===== src/rtl/video_pkg.sv =====
// Shared types and constants for the video input timing tracker.
package video_pkg;

   typedef enum logic [1:0] {
      SEARCH = 2'd0,
      TRAIN  = 2'd1,
      LOCKED = 2'd2
   } lock_state_e;

   localparam int COORD_W = 11;
   localparam int WDOG_W  = 24;

   function automatic logic [COORD_W-1:0] coord_sat_inc(input logic [COORD_W-1:0] v);
      return (v == {COORD_W{1'b1}}) ? v : v + COORD_W'(1'b1);
   endfunction

endpackage


===== src/rtl/video_timing_tracker_edge_detect.sv =====
// Registered previous value of a single-bit input plus rise/fall pulses.
module edge_detect (
   input  logic clk_i,
   input  logic rst_ni,
   input  logic d_i,
   output logic prev_o,
   output logic rise_o,
   output logic fall_o
);

   logic prev_r;

   // previous-cycle copy of the input
   always_ff @(posedge clk_i or negedge rst_ni) begin
      if (!rst_ni) begin
         prev_r <= 1'b0;
      end else begin
         prev_r <= d_i;
      end
   end

   assign prev_o = prev_r;
   assign rise_o = d_i & ~prev_r;
   assign fall_o = ~d_i & prev_r;

endmodule


===== src/rtl/video_timing_tracker.sv =====
// Re-times the receiver video stream by one cycle, annotates it with coordinates
// and frame/line markers, and validates frame geometry to produce a lock flag.
module video_timing_tracker
   import video_pkg::*;
#(
   parameter int H_WIDTH     = 1920,
   parameter int H_TOTAL     = 2200,
   parameter int V_HEIGHT    = 1080,
   parameter int LOCK_FRAMES = 3,
   parameter bit VS_POL      = 1'b1,
   parameter int WDOG_BITS   = WDOG_W
) (
   input  logic                clk_i,
   input  logic                rst_ni,
   input  logic                vs_i,
   input  logic                hs_i,
   input  logic                de_i,
   input  logic [23:0]         data_i,
   output logic                vs_o,
   output logic                hs_o,
   output logic                de_o,
   output logic [23:0]         data_o,
   output logic [COORD_W-1:0]  x_o,
   output logic [COORD_W-1:0]  y_o,
   output logic                sof_o,
   output logic                eol_o,
   output logic                locked_o,
   output logic                err_o
);

   localparam int PER_W  = $clog2(H_TOTAL + 1) + 1;
   localparam int GOOD_W = $clog2(LOCK_FRAMES + 1);
   localparam logic [PER_W-1:0]     H_WIDTH_C  = PER_W'(H_WIDTH);
   localparam logic [PER_W-1:0]     H_TOTAL_C  = PER_W'(H_TOTAL);
   localparam logic [PER_W-1:0]     PER_MAX_C  = {PER_W{1'b1}};
   localparam logic [COORD_W-1:0]   V_HEIGHT_C = COORD_W'(V_HEIGHT);
   localparam logic [GOOD_W-1:0]    LOCK_C     = GOOD_W'(LOCK_FRAMES);
   localparam logic [WDOG_BITS-1:0] WDOG_MAX_C = {WDOG_BITS{1'b1}};

   logic vs_prev_s, vs_rise_s, vs_fall_s;
   logic de_prev_s, de_rise_s, de_fall_s;
   logic fs_s, line0_s, width_err_s, period_err_s, frame_fail_s, timeout_s;

   logic                 hs_r, pending_r, sof_r, frame_bad_r;
   logic [23:0]          data_r;
   logic [COORD_W-1:0]   x_r, y_r, line_cnt_r;
   logic [PER_W-1:0]     per_r;
   logic [WDOG_BITS-1:0] wdog_r;

   lock_state_e          state_r, state_next_s;
   logic [GOOD_W-1:0]    good_r, good_next_s;
   logic                 locked_r, err_r, locked_next_s, err_next_s;

   edge_detect u_vs_edge (
      .clk_i  (clk_i),
      .rst_ni (rst_ni),
      .d_i    (vs_i),
      .prev_o (vs_prev_s),
      .rise_o (vs_rise_s),
      .fall_o (vs_fall_s)
   );

   edge_detect u_de_edge (
      .clk_i  (clk_i),
      .rst_ni (rst_ni),
      .d_i    (de_i),
      .prev_o (de_prev_s),
      .rise_o (de_rise_s),
      .fall_o (de_fall_s)
   );

   // A frame start takes precedence, so a coincident de-rise is line 0 and skips the period check.
   assign fs_s         = VS_POL ? vs_rise_s : vs_fall_s;
   assign line0_s      = fs_s | pending_r;
   assign width_err_s  = de_fall_s & (per_r != H_WIDTH_C);
   assign period_err_s = de_rise_s & ~line0_s & (per_r != H_TOTAL_C);
   assign frame_fail_s = frame_bad_r | width_err_s | (line_cnt_r != V_HEIGHT_C);
   assign timeout_s    = ~fs_s & (wdog_r == WDOG_MAX_C);

   // pixel pipeline, coordinate counters and line-period counter
   always_ff @(posedge clk_i or negedge rst_ni) begin
      if (!rst_ni) begin
         hs_r       <= 1'b0;
         data_r     <= 24'd0;
         sof_r      <= 1'b0;
         pending_r  <= 1'b0;
         per_r      <= {PER_W{1'b0}};
         x_r        <= {COORD_W{1'b0}};
         y_r        <= {COORD_W{1'b0}};
         line_cnt_r <= {COORD_W{1'b0}};
      end else begin
         hs_r   <= hs_i;
         data_r <= data_i;
         sof_r  <= de_rise_s & line0_s;
         per_r  <= de_rise_s ? PER_W'(1'b1) :
                   ((per_r == PER_MAX_C) ? per_r : per_r + PER_W'(1'b1));
         if (de_rise_s) begin
            x_r <= {COORD_W{1'b0}};
         end else if (de_i) begin
            x_r <= coord_sat_inc(x_r);
         end
         if (de_rise_s && line0_s) begin
            y_r        <= {COORD_W{1'b0}};
            line_cnt_r <= COORD_W'(1'b1);
            pending_r  <= 1'b0;
         end else if (de_rise_s) begin
            y_r        <= coord_sat_inc(y_r);
            line_cnt_r <= coord_sat_inc(line_cnt_r);
            pending_r  <= 1'b0;
         end else if (fs_s) begin
            y_r        <= {COORD_W{1'b0}};
            line_cnt_r <= {COORD_W{1'b0}};
            pending_r  <= 1'b1;
         end
      end
   end

   // sticky per-frame violation flag and frame-start watchdog
   always_ff @(posedge clk_i or negedge rst_ni) begin
      if (!rst_ni) begin
         frame_bad_r <= 1'b0;
         wdog_r      <= {WDOG_BITS{1'b0}};
      end else begin
         frame_bad_r <= fs_s ? 1'b0 : (frame_bad_r | width_err_s | period_err_s);
         wdog_r      <= (fs_s | timeout_s) ? {WDOG_BITS{1'b0}} : wdog_r + WDOG_BITS'(1'b1);
      end
   end

   // lock FSM state register with registered flags
   always_ff @(posedge clk_i or negedge rst_ni) begin
      if (!rst_ni) begin
         state_r  <= SEARCH;
         good_r   <= {GOOD_W{1'b0}};
         locked_r <= 1'b0;
         err_r    <= 1'b0;
      end else begin
         state_r  <= state_next_s;
         good_r   <= good_next_s;
         locked_r <= locked_next_s;
         err_r    <= err_next_s;
      end
   end

   // lock FSM next-state logic
   always_comb begin
      state_next_s = state_r;
      good_next_s  = good_r;
      case (state_r)
         SEARCH: begin
            if (fs_s) begin
               state_next_s = TRAIN;
               good_next_s  = {GOOD_W{1'b0}};
            end else begin
               state_next_s = SEARCH;
            end
         end
         TRAIN: begin
            if (timeout_s) begin
               state_next_s = SEARCH;
               good_next_s  = {GOOD_W{1'b0}};
            end else if (fs_s && frame_fail_s) begin
               good_next_s  = {GOOD_W{1'b0}};
            end else if (fs_s) begin
               good_next_s  = good_r + GOOD_W'(1'b1);
               state_next_s = (good_next_s == LOCK_C) ? LOCKED : TRAIN;
            end else begin
               state_next_s = TRAIN;
            end
         end
         LOCKED: begin
            if (timeout_s) begin
               state_next_s = SEARCH;
               good_next_s  = {GOOD_W{1'b0}};
            end else if (fs_s && frame_fail_s) begin
               state_next_s = TRAIN;
               good_next_s  = {GOOD_W{1'b0}};
            end else begin
               state_next_s = LOCKED;
            end
         end
         default: begin
            state_next_s = SEARCH;
            good_next_s  = {GOOD_W{1'b0}};
         end
      endcase
   end

   // lock FSM outputs; the first frame start after SEARCH is never judged
   always_comb begin
      err_next_s    = 1'b0;
      locked_next_s = (state_next_s == LOCKED);
      if (state_r != SEARCH) begin
         err_next_s = timeout_s | (fs_s & frame_fail_s);
      end else begin
         err_next_s = 1'b0;
      end
   end

   assign vs_o     = vs_prev_s;
   assign hs_o     = hs_r;
   assign de_o     = de_prev_s;
   assign data_o   = data_r;
   assign x_o      = x_r;
   assign y_o      = y_r;
   assign sof_o    = sof_r;
   assign eol_o    = de_prev_s & ~de_i;
   assign locked_o = locked_r;
   assign err_o    = err_r;

endmodule


===== config.mk =====
export PLATFORM = sky130hd
export DESIGN_NAME = video_timing_tracker
export DESIGN_NICKNAME = d
export VERILOG_FILES = /design/src/rtl/video_pkg.sv /design/src/rtl/video_timing_tracker_edge_detect.sv /design/src/rtl/video_timing_tracker.sv
export SDC_FILE = /design/constraint.sdc
export NUM_CORES = 1
export LEC_CHECK = 0
export CORE_MARGIN = 4
export CORE_UTILIZATION = 60
export DETAILED_ROUTE_END_ITERATION = 16
export DONT_BUFFER_PORTS = 1
export GPL_TIMING_DRIVEN = 0
export PLACE_DENSITY = 0.73
export SLEW_MARGIN = 20
export SYNTH_ARGS = -nofsm -noshare
export SYNTH_HDL_FRONTEND = slang
export SYNTH_SLANG_ARGS = --single-unit

===== constraint.sdc =====
create_clock -name clk_i -period 2.8 [get_ports clk_i]
set_input_delay 0.14 -clock clk_i [delete_from_list [all_inputs] [get_ports clk_i]]
set_output_delay 0.14 -clock clk_i [all_outputs]
set_load 0.1 [all_outputs]

Yosys cells after proc, flatten, opt, wreduce, memory -nomap -nowiden
Index checks and enable logic that the tools add are counted.

operators by class
  eq/ne operators = 19
  bitwise gates (word level) = 20
  reduce and logical (&&, ||, !) cells = 10
  muxes and demuxes = 33
  add/sub/neg operators = 6

operators with widths
  kind                                                      count
  2-to-1 mux 11 bit                                         10
  adder 11 x 1 -> 11 bit (second input constant)            3
  equality test 11 bit (second input constant)              3
  2-to-1 mux 13 bit                                         2
  adder 24 x 1 -> 24 bit (second input constant)            1
  equality test 24 bit (second input constant)              1
  2-to-1 mux 2 bit                                          12
  2-to-1 mux 24 bit                                         1
  adder 13 x 1 -> 13 bit (second input constant)            1
  equality test 13 bit (second input constant)              1
  inequality test 13 x 11 -> 1 bit (second input constant)  1
  inequality test 13 x 12 -> 1 bit (second input constant)  1
  one-hot mux 2 bit (3 select lines)                        2
  inequality test 11 bit (second input constant)            1
  AND 1 bit                                                 9
  inequality test 3 bit (second input constant)             3
  equality test 2 bit (second input constant)               3
  2-to-1 mux 1 bit                                          6
  bitwise OR 1 bit                                          6
  AND reduction 2 bit                                       3
  NOT 1 bit                                                 5
  inequality test 2 bit (second input constant)             2
  inequality test 4 bit (second input constant)             1
  nonzero test 2 bit                                        2
  other kinds (7)                                           8

word-level totals
  word-level logic and storage cells = 104
  bits in registers = 106
  input port bits = 29
  output and inout bits = 53

Longest topological paths before layout
  depth after elaboration = 10
  gate-level depth with buffers = 7
  gate-level depth less buffers = 7

Modules after synthesis
From an unflattened synthesis, not the netlist that was laid out.

second synthesis, totals
  cells, all modules = 448
  area, all modules = 4735.8 um^2

modules (own cells, without submodules)
  module                area each (um^2)  cells each  seq. area each (um^2)  times used
  video_timing_tracker  4655.7            442         2602.5                 1
  edge_detect           40.0              3           25.0                   2

Worst setup path before layout
OpenSTA, ideal clock, no wires.

  path type = reg-to-reg
  start point = register u_de_edge.prev_r, in the netlist u_de_edge.prev_o
  end point = register good_r[0]
  data arrival time = 3134 ps
  data required time = 2672 ps
  stages on the path, launching flop included = 6
  clock period less this slack = 3262 ps
  path slack = -462 ps
  path buffers = 0
  library setup time = 128 ps
  cells stage by stage = dfrtp_1 nor2b_1 nor2_1 or2_2 a21oi_1 a22oi_1

on the way
  longest elaborated chain between the ends = 8
  elaborated cells between the ends (all ways) = 11
  those cells by class = eq/ne (2); mux (3); bitwise (4); reduce/logical (2)

ends and longest elaborated chain
  element                             line                                                      RTL
  start, declared                     video_timing_tracker_edge_detect.sv:11                    logic prev_r;
  start signal, assigned              video_timing_tracker_edge_detect.sv:18                    prev_r <= d_i;
  AND 1 bit *                         --
  via eol_o                           video_timing_tracker.sv:26                                output logic eol_o,
  AND 1 bit *                         video_timing_tracker.sv:75                                assign width_err_s = de_fall_s & (per_r != H_WIDTH_C);
  bitwise OR 1 bit * (2 in series)    video_timing_tracker.sv:77                                assign frame_fail_s = frame_bad_r | width_err_s | (line_cnt_r != V_HEIGHT_C);
  logical AND 1 bit *                 video_timing_tracker.sv:161, video_timing_tracker.sv:174
  2-to-1 mux 2 bit                    video_timing_tracker.sv:161                               end else if (fs_s && frame_fail_s) begin
  2-to-1 mux 2 bit                    video_timing_tracker.sv:158                               if (timeout_s) begin
  one-hot mux 2 bit (3 select lines)  video_timing_tracker.sv:148                               case (state_r)
  end signal, assigned                video_timing_tracker.sv:133                               good_r <= {GOOD_W{1'b0}};
  end signal, assigned                video_timing_tracker.sv:138                               good_r <= good_next_s;
  end, declared                       video_timing_tracker.sv:51                                logic [GOOD_W-1:0] good_r, good_next_s;

The timed path passes the listed nets; every way through them passes the cells marked *.
A chain may end at the register's enable or synchronous reset.

Final worst setup path
  start point = register u_de_edge.prev_r, in the netlist u_de_edge.prev_o
  end point = register locked_r, in the netlist locked_o

on the way
  longest elaborated chain between the ends = 9
  elaborated cells between the ends (all ways) = 11
  those cells by class = eq/ne (1); mux (5); bitwise (4); reduce/logical (1)

ends and longest elaborated chain
  element                                     line                                                      RTL
  AND 1 bit *                                 --
  via eol_o                                   video_timing_tracker.sv:26
  AND 1 bit *                                 video_timing_tracker.sv:75
  bitwise OR 1 bit * (2 in series)            video_timing_tracker.sv:77
  logical AND 1 bit *                         video_timing_tracker.sv:161, video_timing_tracker.sv:174
  2-to-1 mux 2 bit, on equally long branches  video_timing_tracker.sv:174, video_timing_tracker.sv:161
  2-to-1 mux 2 bit, on equally long branches  video_timing_tracker.sv:171, video_timing_tracker.sv:158
  one-hot mux 2 bit (3 select lines) *        video_timing_tracker.sv:148
  equality test 2 bit *                       video_timing_tracker.sv:191                               locked_next_s = (state_next_s == LOCKED);
  via locked_next_s                           video_timing_tracker.sv:52                                logic locked_r, err_r, locked_next_s, err_next_s;
  end signal, assigned                        video_timing_tracker.sv:139                               locked_r <= locked_next_s;
  end, declared                               video_timing_tracker.sv:52

Marks and branches as above.

==> summary.md <==
| Metric | Value |
|---|---|
| Final min period | `2.69 ns` |
| Netlist cell types | `between 40 and 50` |
| Synth warnings | `0` |
| Netlist Area Pre-Place | `4790 um2` |
| Commonest cells post-synth | `dfrtp_1, nor2_1, nand2_1` |
| Syn Nets | `521` |
| Critical Path Source Type | `flop` |
| Largest net degree at the start of global routing | `roughly 110` |
| Crit path to | `locked_o$_DFF_PN0_` |
| Peak Freq | `0.372 GHz` |
| Row count | `32` |
| Port bufs | `0` |
| Synth area leaders | `dfrtp_1, nor2_1, xnor2_1, nand2_1, nand3_1` |
| Ordered cell list for the critical path | `nor2b_4 > nor2_1 > or2_2 > nand3_1 > o21ai_0` |
| Clock latency on the worst-skew pair | `a little under 0.4 ns` |
| Slew Limit Headroom | `29.4%` |
| RSZ-0062 raised after global routing | `false` |
| Pre-CTS setup slack | `-0.235 ns` |
| CP required | `3.01 ns` |
| FF-to-FF Start | `u_de_edge.prev_o$_DFF_PN0_` |
| Vias after detailed routing | `3,694` |
| Max Cap Viol | `0` |
| Gpl congestion | `roughly 0.9` |
| Cell taking the most area after synthesis | `dfrtp_1` |
| GRT Overall Usage | `22.4%` |
| Skew final | `~0.025 ns` |
| Worst slew pin tran | `about 1.1 ns` |
| Post-route setup slack | `about 0.11 ns` |
| Share of post-route cells with drive strength above 1 | `7.37%` |
| # nets final | `561` |
| Die W | `97.4 um` |
| Residual DRC | `0` |
| Most common cell in the netlist | `dfrtp_1` |
| CTS tree | `yes` |
| Slowest stage delay, CP | `about 1.1 ns` |
| CP Max Fanout | `7` |
| Diodes inserted | `0` |
| Seq/Total Area, Yosys | `between 50% and 60%` |
| Hold Path Class | `input pin to flop` |
| Starting DRC count in detailed routing | `around 190` |
| Initial antenna violation count | `0` |
| Area growth, synth to finish | `14.2%` |
| Async set-reset flop share out of synthesis | `100%` |
| Final setup violation count | `0` |
| Cell area after placement | `4920 um2` |
| Max H-tree Level | `3` |
| Die height | `97.4 um` |
| # IOs | `82` |
| CP Launch Point | `u_de_edge.prev_o$_DFF_PN0_` |
| Root Buffer | `clkbuf_8` |
| Final HPWL DP | `6530 um` |
| Post-synth EDFFs | `0` |
| Routed wire per std cell | `16.4 um` |
| Worst path slowest cell | `dfrtp_1` |
| FF-to-FF End | `locked_o$_DFF_PN0_` |
| CP delay by family, top | `simple AND/OR/NAND/NOR gates` |
| Share of the synthesized area in the top cell type | `55.3%` |
| Vias/cell | `5.85` |
| Overflow after GRT | `0` |
| Fin. Hold Viols | `0` |
| Full die area | `9480 um2` |
| Final Util | `between 70% and 80%` |
| Prevailing post-synth register cell | `dfrtp_1` |
| Status | `finished clean` |
| Worst Path Arrival | `2.90 ns` |
| Crit path kind | `flop to flop` |
| WP depth | `5` |
| FF-to-FF setup slack | `between 0.1 and 0.15 ns` |
| Syn Area/Cell | `9.90 um2` |
| Post-Route WL | `between 10,000 and 15,000 um` |
| Setup Fix Bufs, Post-CTS | `0` |
| Buf/Inv on CP | `0` |
| First-pass GRT wire length | `around 17,000 um` |
| R2R cell count | `5` |
| Max VDD drop | `0.000516 V` |
| Clock sink count | `106` |
| Yosys reg bits | `106` |
| Max-slew violations | `0` |
| Maximum buffer depth of the clock tree | `2` |
| Num CTS Buffers | `9` |
| Post-DRT Antenna Nets | `0` |
| DRT Pass-1 Iters | `5` |
| Fin crit share | `a little under 100%` |
| CP endpoint kind | `flop` |
| Leak pwr | `2.24 nW` |
| Core area | `7770 um2` |
| Mapped Cells | `484` |
| Clock slew at reported path FFs | `0.11 ns` |
| PD cells | `596 nW/um2` |
| Finished Cell Area | `5470 um2` |
| Starting Density | `61.7%` |
| Fillcell total | `594` |
| Vias in the first global route | `~3,600` |
| Min Hold Slack | `0.0366 ns` |
[how the worst min path moves through the flow]
stage | startpoint | to | depth (start not counted)
floorplan | rst_ni | data_o[0]$_DFF_PN0_ | 0
global route | de_i | x_o[4]$_DFFE_PN0P_ | 3
finish | de_i | x_o[4]$_DFFE_PN0P_ | 3
CTS | vs_i | state_r[0]$_DFF_PN0_ | 3
global placement | rst_ni | x_o[4]$_DFFE_PN0P_ | 0
detailed placement | rst_ni | x_o[3]$_DFFE_PN0P_ | 0
[per-layer routing]
| layer | track usage (%) | up-vias | routed length (um) |
|---|---|---|---|
| met5 | 0 | - | 0 |
| met3 | 7.18 | 15 | 697 |
| met1 | 28.3 | 1782 | 4400 |
| met4 | 6.07 | 0 | 143 |
| met2 | 37.2 | 120 | 5090 |
| li1 | - | 1777 | - |
[cells in the final DEF, fill, tap and decap left out, types with 4 or more instances in the layout]
master and n:
dfrtp_1 96, nor2_1 67, nand2_1 35, dlygate4sd3_1 28, xnor2_1 27, nand3_1 25, inv_1 23, o21ai_0 22
a21oi_1 21, nor3_1 18, nand4_1 16, nor4_1 13, clkbuf_1 13, or3_1 11, dfrtp_2 10, clkbuf_8 9
xor2_1 8, ha_1 8, nand2b_1 6, a31oi_1 6, and3_1 5, and4_1 5, a211oi_1 5, buf_2 4
clkinv_8 4
[state kept, by name, indices dropped and copies added (netlist names)]
register          cells
err_o                 1
x_o                  11
line_cnt_r           11
good_r                2
pending_r             1
y_o                  11
u_de_edge.prev_o      1
locked_o              1
wdog_r               24
sof_o                 1
per_r                13
hs_o                  1
state_r               2
frame_bad_r           1
data_o               24
u_vs_edge.prev_o      1
[report_power, final]
part           switching, mW  internal [mW]  total (mW)
registers              0.367           1.62        1.98
logic                  0.176          0.127       0.304
clock network          0.611          0.365       0.976
[metrics by stage]
stage,power (mW),setup TNS [ns],cells
2_1_floorplan,2.17,0,484
3_3_place_gp,2.23,-1.26,586
3_5_place_dp,2.24,-1.44,586
4_1_cts,3.28,0,631
5_1_grt,3.42,0,631
6_report,3.26,0,631
[cell type report]
class	count	area [um2]	area share, %
clock buffers	9	124	2.26
plain buffers	18	72.6	1.33
clock inverters	7	93.8	1.71
multi-input cells	337	2000	36.5
inverters	23	86.3	1.58
flip-flops and latches	106	2670	48.7
repair buffers	29	308	5.62
well taps	102	128	2.33
[logic make-up after synthesis]
| logic type | Yosys count | share of synthesized area (%) |
|---|---|---|
| XOR/XNOR | 35 | 6.40 |
| AND/OR/NAND/NOR | 215 | 22.2 |
| AO/OA/AOI/OAI | 77 | 10.3 |
| multiplexers | 2 | 0.418 |
| buffers and inverters | 41 | 3.32 |
| adder cells (fa/ha/maj) | 8 | 2.09 |
| flip-flops | 106 | 55.3 |
[worst reg2reg max path, cell delays in order (launching register included)]
cell,delay [ns]
dfrtp_1,1.05
nor2b_4,0.73
nor2_1,0.11
or2_2,0.37
nand3_1,0.11
o21ai_0,0.16
[timing repair]
item / 4_1_cts / 5_1_grt
endpoints found under the hold margin: 134 / 0
resized for setup: 6 / 6
hold buffers: 29 / 0
cloned: 0 / 0
setup endpoints to repair: 12 / 8
No activity file was read; power rests on OpenSTA's default activity.
